==> src/rtl/trb_mem_scheduler.sv <==
// Time-division arbiter for the trace-buffer single-port RAM: the logger gets
// write/read-prefetch slots and the host gets the fourth slot, or every cycle when tracing is off.
module trb_mem_scheduler #(
    parameter int ADDR_WIDTH = 8,
    parameter int DATA_WIDTH = 32
) (
    input  logic                  CLK_I,
    input  logic                  RST_I,
    input  logic                  ENABLE_I,
    output logic                  RW_TURN_O,
    output logic                  WRITE_ALLOW_O,
    output logic                  READ_ALLOW_O,
    input  logic                  LOG_WRITE_I,
    input  logic [ADDR_WIDTH-1:0] LOG_WRITE_PTR_I,
    input  logic [DATA_WIDTH-1:0] LOG_DMEM_I,
    input  logic [ADDR_WIDTH-1:0] LOG_READ_PTR_I,
    output logic [DATA_WIDTH-1:0] LOG_DMEM_O,
    input  logic                  HOST_REQ_I,
    input  logic                  HOST_WE_I,
    input  logic [ADDR_WIDTH-1:0] HOST_ADDR_I,
    input  logic [DATA_WIDTH-1:0] HOST_WDATA_I,
    output logic                  HOST_GNT_O,
    output logic                  HOST_RVALID_O,
    output logic [DATA_WIDTH-1:0] HOST_RDATA_O,
    output logic                  MEM_EN_O,
    output logic                  MEM_WE_O,
    output logic [ADDR_WIDTH-1:0] MEM_ADDR_O,
    output logic [DATA_WIDTH-1:0] MEM_WDATA_O,
    input  logic [DATA_WIDTH-1:0] MEM_RDATA_I,
    output logic                  ERR_O
);

    typedef enum logic [1:0] {
        PH_W  = 2'd0,
        PH_RA = 2'd1,
        PH_RD = 2'd2,
        PH_H  = 2'd3
    } phase_t;

    phase_t                  phase_reg, phase_next;
    logic                    pf_valid_reg, pf_valid_next;
    logic [ADDR_WIDTH-1:0]   pf_addr_reg, pf_addr_next;
    logic                    rd_pend_reg;
    logic                    rvalid_reg;
    logic [DATA_WIDTH-1:0]   rdata_reg;
    logic                    err_reg;

    logic                    rw_turn, write_allow, read_allow, host_gnt;
    logic                    mem_en, mem_we, log_err;
    logic [ADDR_WIDTH-1:0]   mem_addr;
    logic [DATA_WIDTH-1:0]   mem_wdata, log_dmem;

    always_ff @(posedge CLK_I or posedge RST_I) begin
        if (RST_I) begin
            phase_reg    <= PH_W;
            pf_valid_reg <= 1'b0;
            pf_addr_reg  <= '0;
            rd_pend_reg  <= 1'b0;
            rvalid_reg   <= 1'b0;
            rdata_reg    <= '0;
            err_reg      <= 1'b0;
        end else begin
            phase_reg    <= phase_next;
            pf_valid_reg <= pf_valid_next;
            pf_addr_reg  <= pf_addr_next;
            rd_pend_reg  <= host_gnt && !HOST_WE_I;
            rvalid_reg   <= rd_pend_reg;
            if (rd_pend_reg) begin
                rdata_reg <= MEM_RDATA_I;
            end
            if (log_err) begin
                err_reg <= 1'b1;
            end
        end
    end

    always_comb begin
        phase_next    = phase_t'(phase_reg + 2'd1);
        pf_valid_next = pf_valid_reg;
        pf_addr_next  = pf_addr_reg;
        rw_turn       = 1'b0;
        write_allow   = 1'b0;
        read_allow    = 1'b0;
        host_gnt      = 1'b0;
        mem_en        = 1'b0;
        mem_we        = 1'b0;
        mem_addr      = '0;
        mem_wdata     = '0;
        log_dmem      = '0;
        if (ENABLE_I) begin
            case (phase_reg)
                PH_W: begin
                    rw_turn     = 1'b1;
                    write_allow = 1'b1;
                    if (LOG_WRITE_I) begin
                        mem_en    = 1'b1;
                        mem_we    = 1'b1;
                        mem_addr  = LOG_WRITE_PTR_I;
                        mem_wdata = LOG_DMEM_I;
                    end
                end
                PH_RA: begin
                    mem_en        = 1'b1;
                    mem_addr      = LOG_READ_PTR_I;
                    pf_addr_next  = LOG_READ_PTR_I;
                    pf_valid_next = 1'b1;
                end
                PH_RD: begin
                    // A pointer move since the prefetch means the word is stale.
                    log_dmem      = MEM_RDATA_I;
                    read_allow    = pf_valid_reg && (pf_addr_reg == LOG_READ_PTR_I);
                    pf_valid_next = 1'b0;
                end
                default: begin
                    host_gnt = HOST_REQ_I;
                end
            endcase
        end else begin
            pf_valid_next = 1'b0;
            host_gnt      = HOST_REQ_I;
        end
        if (host_gnt) begin
            mem_en    = 1'b1;
            mem_we    = HOST_WE_I;
            mem_addr  = HOST_ADDR_I;
            mem_wdata = HOST_WDATA_I;
        end
        log_err = LOG_WRITE_I && !write_allow;
    end

    // Combinational outputs are forced low while reset is held.
    assign RW_TURN_O     = !RST_I && rw_turn;
    assign WRITE_ALLOW_O = !RST_I && write_allow;
    assign READ_ALLOW_O  = !RST_I && read_allow;
    assign HOST_GNT_O    = !RST_I && host_gnt;
    assign MEM_EN_O      = !RST_I && mem_en;
    assign MEM_WE_O      = !RST_I && mem_we;
    assign MEM_ADDR_O    = RST_I ? '0 : mem_addr;
    assign MEM_WDATA_O   = RST_I ? '0 : mem_wdata;
    assign LOG_DMEM_O    = RST_I ? '0 : log_dmem;
    assign HOST_RVALID_O = rvalid_reg;
    assign HOST_RDATA_O  = rdata_reg;
    assign ERR_O         = err_reg;

endmodule

==> config.mk <==
export PLATFORM = sky130hd
export DESIGN_NAME = trb_mem_scheduler
export DESIGN_NICKNAME = d
export VERILOG_FILES = /design/src/rtl/trb_mem_scheduler.sv
export SDC_FILE = /design/constraint.sdc
export NUM_CORES = 1
export LEC_CHECK = 0
export ABC_AREA = 1
export CORE_MARGIN = 2
export CORE_UTILIZATION = 35
export DETAILED_ROUTE_END_ITERATION = 16
export PLACE_DENSITY = 0.91
export SLEW_MARGIN = 20
export SYNTH_ARGS = -nofsm -noshare
export SYNTH_HDL_FRONTEND = slang
export SYNTH_SLANG_ARGS = --single-unit
==> constraint.sdc <==
create_clock -name CLK_I -period 7.14 [get_ports CLK_I]
set_input_delay 1.071 -clock CLK_I [delete_from_list [all_inputs] [get_ports CLK_I]]
set_output_delay 1.071 -clock CLK_I [all_outputs]
set_load 0.01 [all_outputs]
==> flow_metrics.tcl, run 1 <==
set metrics [dict create \
    start_kind "input pin" \
    grt_pass1_vias 3283 \
    report.final.setup_viol 0 \
    synth_top_area_share_pct 41.5 \
    area_growth_pct 92.1 \
    root_buffer "clkbuf_8" \
    r2r_end "pf_addr_reg[1]" \
    finalCritPeriodShare_pct 65.8 \
    status "complete, no violations" \
    antenna_found_initial 0 \
    skew_ns 0.00356 \
    drv_slew 0 \
    cp_data_required_time_ns 6.07 \
    rsz0062_at_grt "false" \
    die-area_mm2 0.00865 \
    worstReg2RegStart "phase_reg[1]" \
    ys_top_cells_by_count "nand2_1, nor2_1, inv_1" \
    htree_levels 2 \
    placed_cell_area_mm2 0.00518 \
    max_slew_margin_pct 33.9 \
    grt_max_degree 66 \
    reg2reg_setup_slack_ns 5.41 \
    numCtsBuffers 5 \
    n_antenna_cell 0 \
    p_total_uw 784 \
    yosysSeqAreaShare_pct 41.5 \
    fmax_mhz 213 \
    stdcell_area_mm2 0.00533 \
    timing_hold_violations_final 0 \
    worstMarginPinSlew_ns 0.992 \
    clk_pin_slew_ns 0.08 \
    r2r_cells 4 \
    place_hpwl_mm 7.99 \
    fin_ws_ns 2.44 \
    die_h_um 93.0 \
    fp-row-count 32 \
    cts_resized 0 \
    yosysMostFrequentCell "nand2_1" \
    hp-start "ERR_O" \
    portBuffers 237 \
    hold-path-endpoint "ERR_O" \
    num_vias 3466 \
    die_x_um 93.0 \
    cts_hold_buf 0 \
    avgRoutedWirePerCell_um 13.5 \
    synth_top_family_by_area "simple AND/OR/NAND/NOR gates" \
    synth_area_leaders "dfrtp_1, nand2_1, nor2_1, inv_1, a21oi_1" \
    layout.cells.non_filler 745 \
    critPathCaptureType "output port" \
    synth_simple_gate_area_share_pct 28.1 \
    cts_setup_buffers 0 \
    grt_pass1_wl_mm 15.7 \
    core_mm2 0.00769 \
    initial_core_util_pct 36.1 \
    place.gp.congestion 0.788 \
    drive_above_1_share_pct 2.95 \
    clk_latency_ns 0.29 \
    fin_setup_tns_ns 0 \
    crit_fanout 31 \
    synthXorXnorAreaFrac_pct 0.948 \
    largest_reg_flops 32 \
    ioPinCount 238 \
    synth-edff-count 0 \
    drtIter0Drc 95 \
    muxShareOfSynthArea_pct 1.22 \
    routed_wl_mm 10.1 \
    holdCritPathClass "flop to flop" \
    worstPathArrival_ns 3.63 \
    synth-seq-cells 46 \
    synthCells 420 \
    holdPathStages 1 \
    syn-mean-instance-area_um2 6.60 \
    drv_cap 0 \
    post_synth_num_cell_types 20 \
    mappedNetlistArea_mm2 0.00277 \
    synth_fa_ha_area_share_pct 1.81 \
    synth_compound_area_share_pct 14.8 \
    yosysTopAreaCell "dfrtp_1" \
    grtUsageTotal_pct 22.3 \
    cts_sinks 46 \
    nets 772 \
    pre_cts_slack_ns 2.45 \
    drtPass1Iterations 5 \
    syn-num-nets 550 \
    synth-async-reset-ratio_pct 100 \
    drc 0 \
    tritoncts "yes" \
    criticalPathCategory "input pin to output port" \
    overflow 0 \
    cts_buffer_depth 2 \
    p_leak_uw 0.00236 \
    peakVddDrop_mv 0.0970 \
    ys.flop_type "dfrtp_1" \
    fin_crit_ns 4.70 \
    power_density_mw_per_mm2 147 \
    place.detailed.instances 737 \
    yosysWarnings 0 \
    ant_nets 0 \
    via_per_inst 4.65 \
]
-- where the power goes --
group | leakage [uW] | switching [uW] | internal (uW)
Clock | 0.0000714 | 87.5 | 149
Combinational | 0.00177 | 91.4 | 143
Sequential | 0.000516 | 21.4 | 292
-- cell type report --
cell class,instances,area (um^2)
repair buffers,240,2390
fillers,624,2360
multi-input cells,294,1300
flip-flops and latches,46,1150
inverters,55,206
well taps,102,128
clock buffers,6,82.6
clock inverters,2,60.1
-- layout by cell type, fill, tap and decap left out, drive strengths merged, types with 2 or more instances in the layout --
cell	count
a21oi	32
buf	3
bufinv	2
clkbuf	6
clkdlybuf4s50	237
dfrtp	46
ha	4
inv	55
mux2	3
nand2	114
nand3	12
nor2	76
o21ai	48
xor2	3
-- worst max-delay path, stage by stage --
cell and delay, ns:
clkdlybuf4s50_1 0.59, inv_2 0.09, o21ai_2 0.23, nand2_1 0.62
o21ai_1 0.42, clkdlybuf4s50_1 0.59
-- per-layer routing --
metal | share of wire, % | GRT usage [%] | routed length (um) | vias up
li1 | - | - | - | 1734
met5 | 0 | 0 | 0 | -
met4 | 1.2 | 4.17 | 123 | 0
met1 | 40 | 27.9 | 4040 | 1581
met3 | 6.8 | 4.27 | 684 | 13
met2 | 52 | 40.3 | 5210 | 138
-- per-stage QoR --
step,hold slack (ns),util (%)
after global placement,0.480,67.4
after CTS,0.521,69.3
final,0.519,69.3
after global routing,0.546,69.3
after detailed placement,0.492,67.4
after floorplan,0.349,-
-- kinds of logic after synthesis --
logic type               count (synthesis)
adder cells (fa/ha/maj)                  4
buffers and inverters                   80
AND/OR/NAND/NOR                        203
AO/OA/AOI/OAI                           81
multiplexers                             3
XOR/XNOR                                 3
flip-flops                              46
-- worst max-delay path by stage --
stage / startpoint / end / slack [ns] / depth (start not counted)
3_3_place_gp: ENABLE_I / MEM_WDATA_O[2] / 2.52 / 6
5_1_grt: ENABLE_I / MEM_WDATA_O[2] / 2.22 / 6
6_report: ENABLE_I / MEM_WDATA_O[2] / 2.44 / 6
4_1_cts: ENABLE_I / MEM_WDATA_O[2] / 2.45 / 6
3_5_place_dp: ENABLE_I / MEM_WDATA_O[2] / 2.45 / 6
2_1_floorplan: RST_I / MEM_WE_O / 2.94 / 4
(Power assumes the default switching activity.)
==> run 2: changes to the inputs <==
--- a/config.mk
+++ b/config.mk
@@ -7,9 +7,9 @@
 export LEC_CHECK = 0
 export ABC_AREA = 1
 export CORE_MARGIN = 2
-export CORE_UTILIZATION = 35
+export CORE_UTILIZATION = 32
 export DETAILED_ROUTE_END_ITERATION = 16
-export PLACE_DENSITY = 0.91
+export PLACE_DENSITY = 0.84
 export SLEW_MARGIN = 20
 export SYNTH_ARGS = -nofsm -noshare
 export SYNTH_HDL_FRONTEND = slang
==> constraint.sdc (replaced) <==
create_clock -name CLK_I -period 4.75 [get_ports CLK_I]
set_input_delay 0.7125 -clock CLK_I [delete_from_list [all_inputs] [get_ports CLK_I]]
set_output_delay 0.7125 -clock CLK_I [all_outputs]
set_load 0.01 [all_outputs]
==> flow_metrics.tcl, run 2 (synthesized netlist as in run 1, its figures left out) <==
set metrics [dict create \
    status "complete, no violations" \
    antenna_found_initial 0 \
    layout.cells.non_filler 748 \
    fp-row-count 33 \
    cts_buffer_depth 2 \
    hold_ws_ns 0.524 \
    die_x_um 97.1 \
    grt_max_degree 66 \
    cts_hold_buf 0 \
    timing_hold_violations_final 0 \
    grt_pass1_wl_mm 16.2 \
    n_antenna_cell 0 \
    holdCritPathClass "flop to flop" \
    drv_cap 0 \
    criticalPathCategory "input pin to output port" \
    avgRoutedWirePerCell_um 13.7 \
    num_vias 3433 \
    ioPinCount 238 \
    cts_sinks 46 \
    root_buffer "clkbuf_8" \
    drv_slew 0 \
    place.detailed.instances 740 \
    routed_wl_mm 10.2 \
    finalCritPeriodShare_pct 81.9 \
    htree_levels 2 \
    area_growth_pct 91.1 \
    final_common_cell "clkdlybuf4s50_1" \
    power_density_mw_per_mm2 209 \
    fin_setup_tns_ns 0 \
    drtIter0Drc 82 \
    overflow 0 \
    placed_cell_area_mm2 0.00519 \
    crit_fanout 31 \
    die_h_um 97.1 \
    fmax_mhz 257 \
    clk_pin_slew_ns 0.09 \
    critPathCaptureType "output port" \
    layout_common_cells "clkdlybuf4s50_1, nand2_1, nor2_1, inv_1, dfrtp_1" \
    start_kind "input pin" \
    fin_crit_ns 3.89 \
    cts_setup_buffers 0 \
    grtUsageTotal_pct 20.8 \
    grt_pass1_vias 3278 \
    die-area_mm2 0.00943 \
    ant_nets 0 \
    rsz0062_at_grt "false" \
    drtPass1Iterations 4 \
    nets 772 \
    place.gp.congestion 0.937 \
    p_leak_uw 0.00234 \
    report.final.setup_viol 0 \
    max_slew_margin_pct 32.9 \
    skew_ns 0.0109 \
    drc 0 \
    initial_core_util_pct 33.4 \
    cts_resized 0 \
    stdcell_area_mm2 0.00530 \
    largest_reg_flops 32 \
    place_hpwl_mm 8.30 \
    core_mm2 0.00830 \
    numCtsBuffers 5 \
    worstMarginPinSlew_ns 1.01 \
    cp_data_required_time_ns 4.04 \
    worstPathArrival_ns 3.18 \
    peakVddDrop_mv 0.134 \
    drive_above_1_share_pct 2.80 \
    clk_latency_ns 0.30 \
    tritoncts "yes" \
    portBuffers 237 \
    via_per_inst 4.59 \
]
[run 2: changes by cell type in the layout (fill, tap and decap cells not counted), sizes merged]
cell	before	now
bufinv	2	1
clkinvlp	0	1
[run 2: path summary, 6_finish.rpt]
check / from / endpoint / cells past startpoint / slack (ns)
min in group asynchronous: RST_I / ERR_O / 2 / 0.96
hold / removal: pf_addr_reg[6] / pf_addr_reg[6] / 2 / 0.52
setup reg to reg: phase_reg[1] / pf_addr_reg[1] / 4 / 3.03
setup / recovery: LOG_WRITE_I / MEM_WDATA_O[7] / 6 / 0.86
max in group asynchronous: RST_I / rd_pend_reg / 3 / 2.78
hold reg to reg: pf_addr_reg[6] / pf_addr_reg[6] / 2 / 0.52
[run 2: layer usage]
metal / share of wire [%] / GRT usage [%]
met1: 40 / 25.1
met2: 52 / 38.5
met3: 5.5 / 3.53
met4: 1.6 / 4.88
met5: 0 / 0
[run 2: through the flow]
step | setup WS (ns) | total power (uW) | utilization [%]
after CTS | 0.912 | 1130 | 63.8
final | 0.858 | 1110 | 63.8
after detailed placement | 0.916 | 832 | 62.5
after global placement | 0.972 | 823 | 62.5
after global routing | 0.699 | 1170 | 63.8
after floorplan | 1.27 | 592 | -
[run 2: cell type report]
| type | count | area (um^2) |
|---|---|---|
| timing repair buffer | 240 | 2390 |
| tap | 105 | 131 |
| multi-input combinational | 294 | 1300 |
| fill | 715 | 3000 |
| clock buffer | 6 | 72.6 |
| clock inverter | 2 | 37.5 |
| sequential | 46 | 1150 |
| inverter | 55 | 206 |
[run 2: critical path: stages]
cell and delay, ns:
clkdlybuf4s50_1 0.66, nand2_1 0.12, nor2_1 0.15, nand2_1 0.58
o21ai_1 0.36, clkdlybuf4s50_1 0.58
[run 2: power breakdown]
group          internal, uW  switching [uW]  leakage [uW]
sequential              438            30.5      0.000516
combinational           214             138       0.00177
clock                   157             130     0.0000514
total                   810             299       0.00234
==> run 3: changes to the inputs <==
==> constraint.sdc (replaced) <==
create_clock -name CLK_I -period 3.6 [get_ports CLK_I]
set_input_delay 0.54 -clock CLK_I [delete_from_list [all_inputs] [get_ports CLK_I]]
set_output_delay 0.54 -clock CLK_I [all_outputs]
set_load 0.01 [all_outputs]
==> flow_metrics.tcl, run 3 (synthesized netlist as in run 1, its figures left out) <==
set metrics [dict create \
    via_per_inst 4.57 \
    rsz0062_at_grt "false" \
    overflow 0 \
    drtPass1Iterations 6 \
    layout_common_cells "clkdlybuf4s50_1, nand2_1, nor2_1, inv_1, dfrtp_1" \
    drv_slew 0 \
    routed_wl_mm 10.2 \
    tritoncts "yes" \
    power.share.clock_pct 22.7 \
    root_buffer "clkbuf_8" \
    drive_above_1_share_pct 3.40 \
    power_density_mw_per_mm2 264 \
    grt_pass1_wl_mm 16.1 \
    skew_ns 0.00767 \
    htree_levels 2 \
    die_x_um 97.1 \
    cts_sinks 46 \
    n_antenna_cell 0 \
    ant_nets 0 \
    grt_pass1_vias 3328 \
    grtUsageTotal_pct 20.6 \
    die_h_um 97.1 \
    p_int_uw 1020 \
    drc 0 \
    fin_crit_ns 3.13 \
    critPathCaptureType "output port" \
    drv_cap 0 \
    finalCritPeriodShare_pct 86.8 \
    antenna_found_initial 0 \
    nets 776 \
    cts_hold_buf 0 \
    fin_setup_tns_ns 0 \
    p_leak_uw 0.00235 \
    final_common_cell "clkdlybuf4s50_1" \
    peakVddDrop_mv 0.199 \
    cts_setup_buffers 0 \
    max_slew_margin_pct 31.8 \
    worstPathArrival_ns 2.59 \
    fmax_mhz 320 \
    place.gp.congestion 0.958 \
    num_vias 3436 \
    holdCritPathClass "flop to flop" \
    cp_data_required_time_ns 3.06 \
    clk_latency_ns 0.29 \
    fin_util_pct 64.0 \
    die-area_mm2 0.00943 \
    drtIter0Drc 111 \
    pwr-share-comb_pct 33.3 \
    ioPinCount 238 \
    area_growth_pct 91.5 \
    cts_resized 0 \
    avgRoutedWirePerCell_um 13.5 \
    numCtsBuffers 5 \
    crit_fanout 31 \
    fp-row-count 33 \
    swShare_pct 27.4 \
    timing_hold_violations_final 0 \
    initial_core_util_pct 33.4 \
    status "complete, no violations" \
    clk_pin_slew_ns 0.09 \
    largest_reg_flops 32 \
    report.final.setup_viol 0 \
    p_seq_share_pct 44.0 \
    cts_buffer_depth 2 \
    portBuffers 237 \
    worstMarginPinSlew_ns 1.02 \
    grt_max_degree 66 \
    power_switching_uw 384 \
    place_hpwl_mm 8.27 \
    core_mm2 0.00830 \
    criticalPathCategory "input pin to output port" \
    start_kind "input pin" \
]
-- run 3: worst paths after layout --
kind	slack, ns	depth (start not counted)	startpoint	endpoint
min in group asynchronous	0.63	2	RST_I	ERR_O
max in group asynchronous	2.19	4	RST_I	HOST_RDATA_O[29]
worst max register to register	2.01	5	phase_reg[1]	pf_addr_reg[1]
worst min-delay path	0.51	1	ERR_O	ERR_O
worst max-delay path	0.47	7	LOG_WRITE_I	MEM_WDATA_O[13]
worst min register to register	0.51	1	ERR_O	ERR_O
-- run 3: critical path, cell delays in order --
cell	delay (ns)
clkdlybuf4s50_1	0.67
nand2_1	0.12
nor2_1	0.16
nand2_1	0.07
buf_4	0.24
o21ai_1	0.19
clkdlybuf4s50_1	0.58
-- run 3: metal layers --
layer / up-vias / global-route usage, % / part of all wire [%]
li1: 1741 / - / -
met1: 1559 / 23.6 / 40
met2: 126 / 39.0 / 53
met3: 10 / 4.53 / 6.3
met4: 0 / 4.23 / 0.91
met5: - / 0 / 0
-- run 3: area by class of cell --
cell class / instances / area (um^2)
fill: 725 / 2990
timing repair buffer: 244 / 2420
multi-input combinational: 294 / 1300
sequential: 46 / 1150
inverter: 55 / 206
tap: 105 / 131
clock buffer: 7 / 86.3
clock inverter: 1 / 5.00
-- run 3: stage by stage --
stage / std cells / hold slack, ns / worst slack, ns / total power [uW] / instance area [um^2]
finish: 752 / 0.506 / 0.473 / 1400 / 5310
detailed placement: 744 / 0.476 / 0.522 / 1100 / 5220
global placement: 744 / 0.467 / 0.589 / 1090 / 5220
floorplan: 420 / 0.349 / 0.461 / 781 / 2770
global route: 752 / 0.543 / 0.335 / 1490 / 5310
CTS: 752 / 0.509 / 0.504 / 1420 / 5310
-- run 3: power by group through the flow --
stage	combinational [uW]	clock (uW)	sequential (uW)
2_1_floorplan	135	0	646
3_3_place_gp	462	0	626
3_5_place_dp	471	0	628
4_1_cts	472	334	618
5_1_grt	507	351	627
6_report	467	318	618
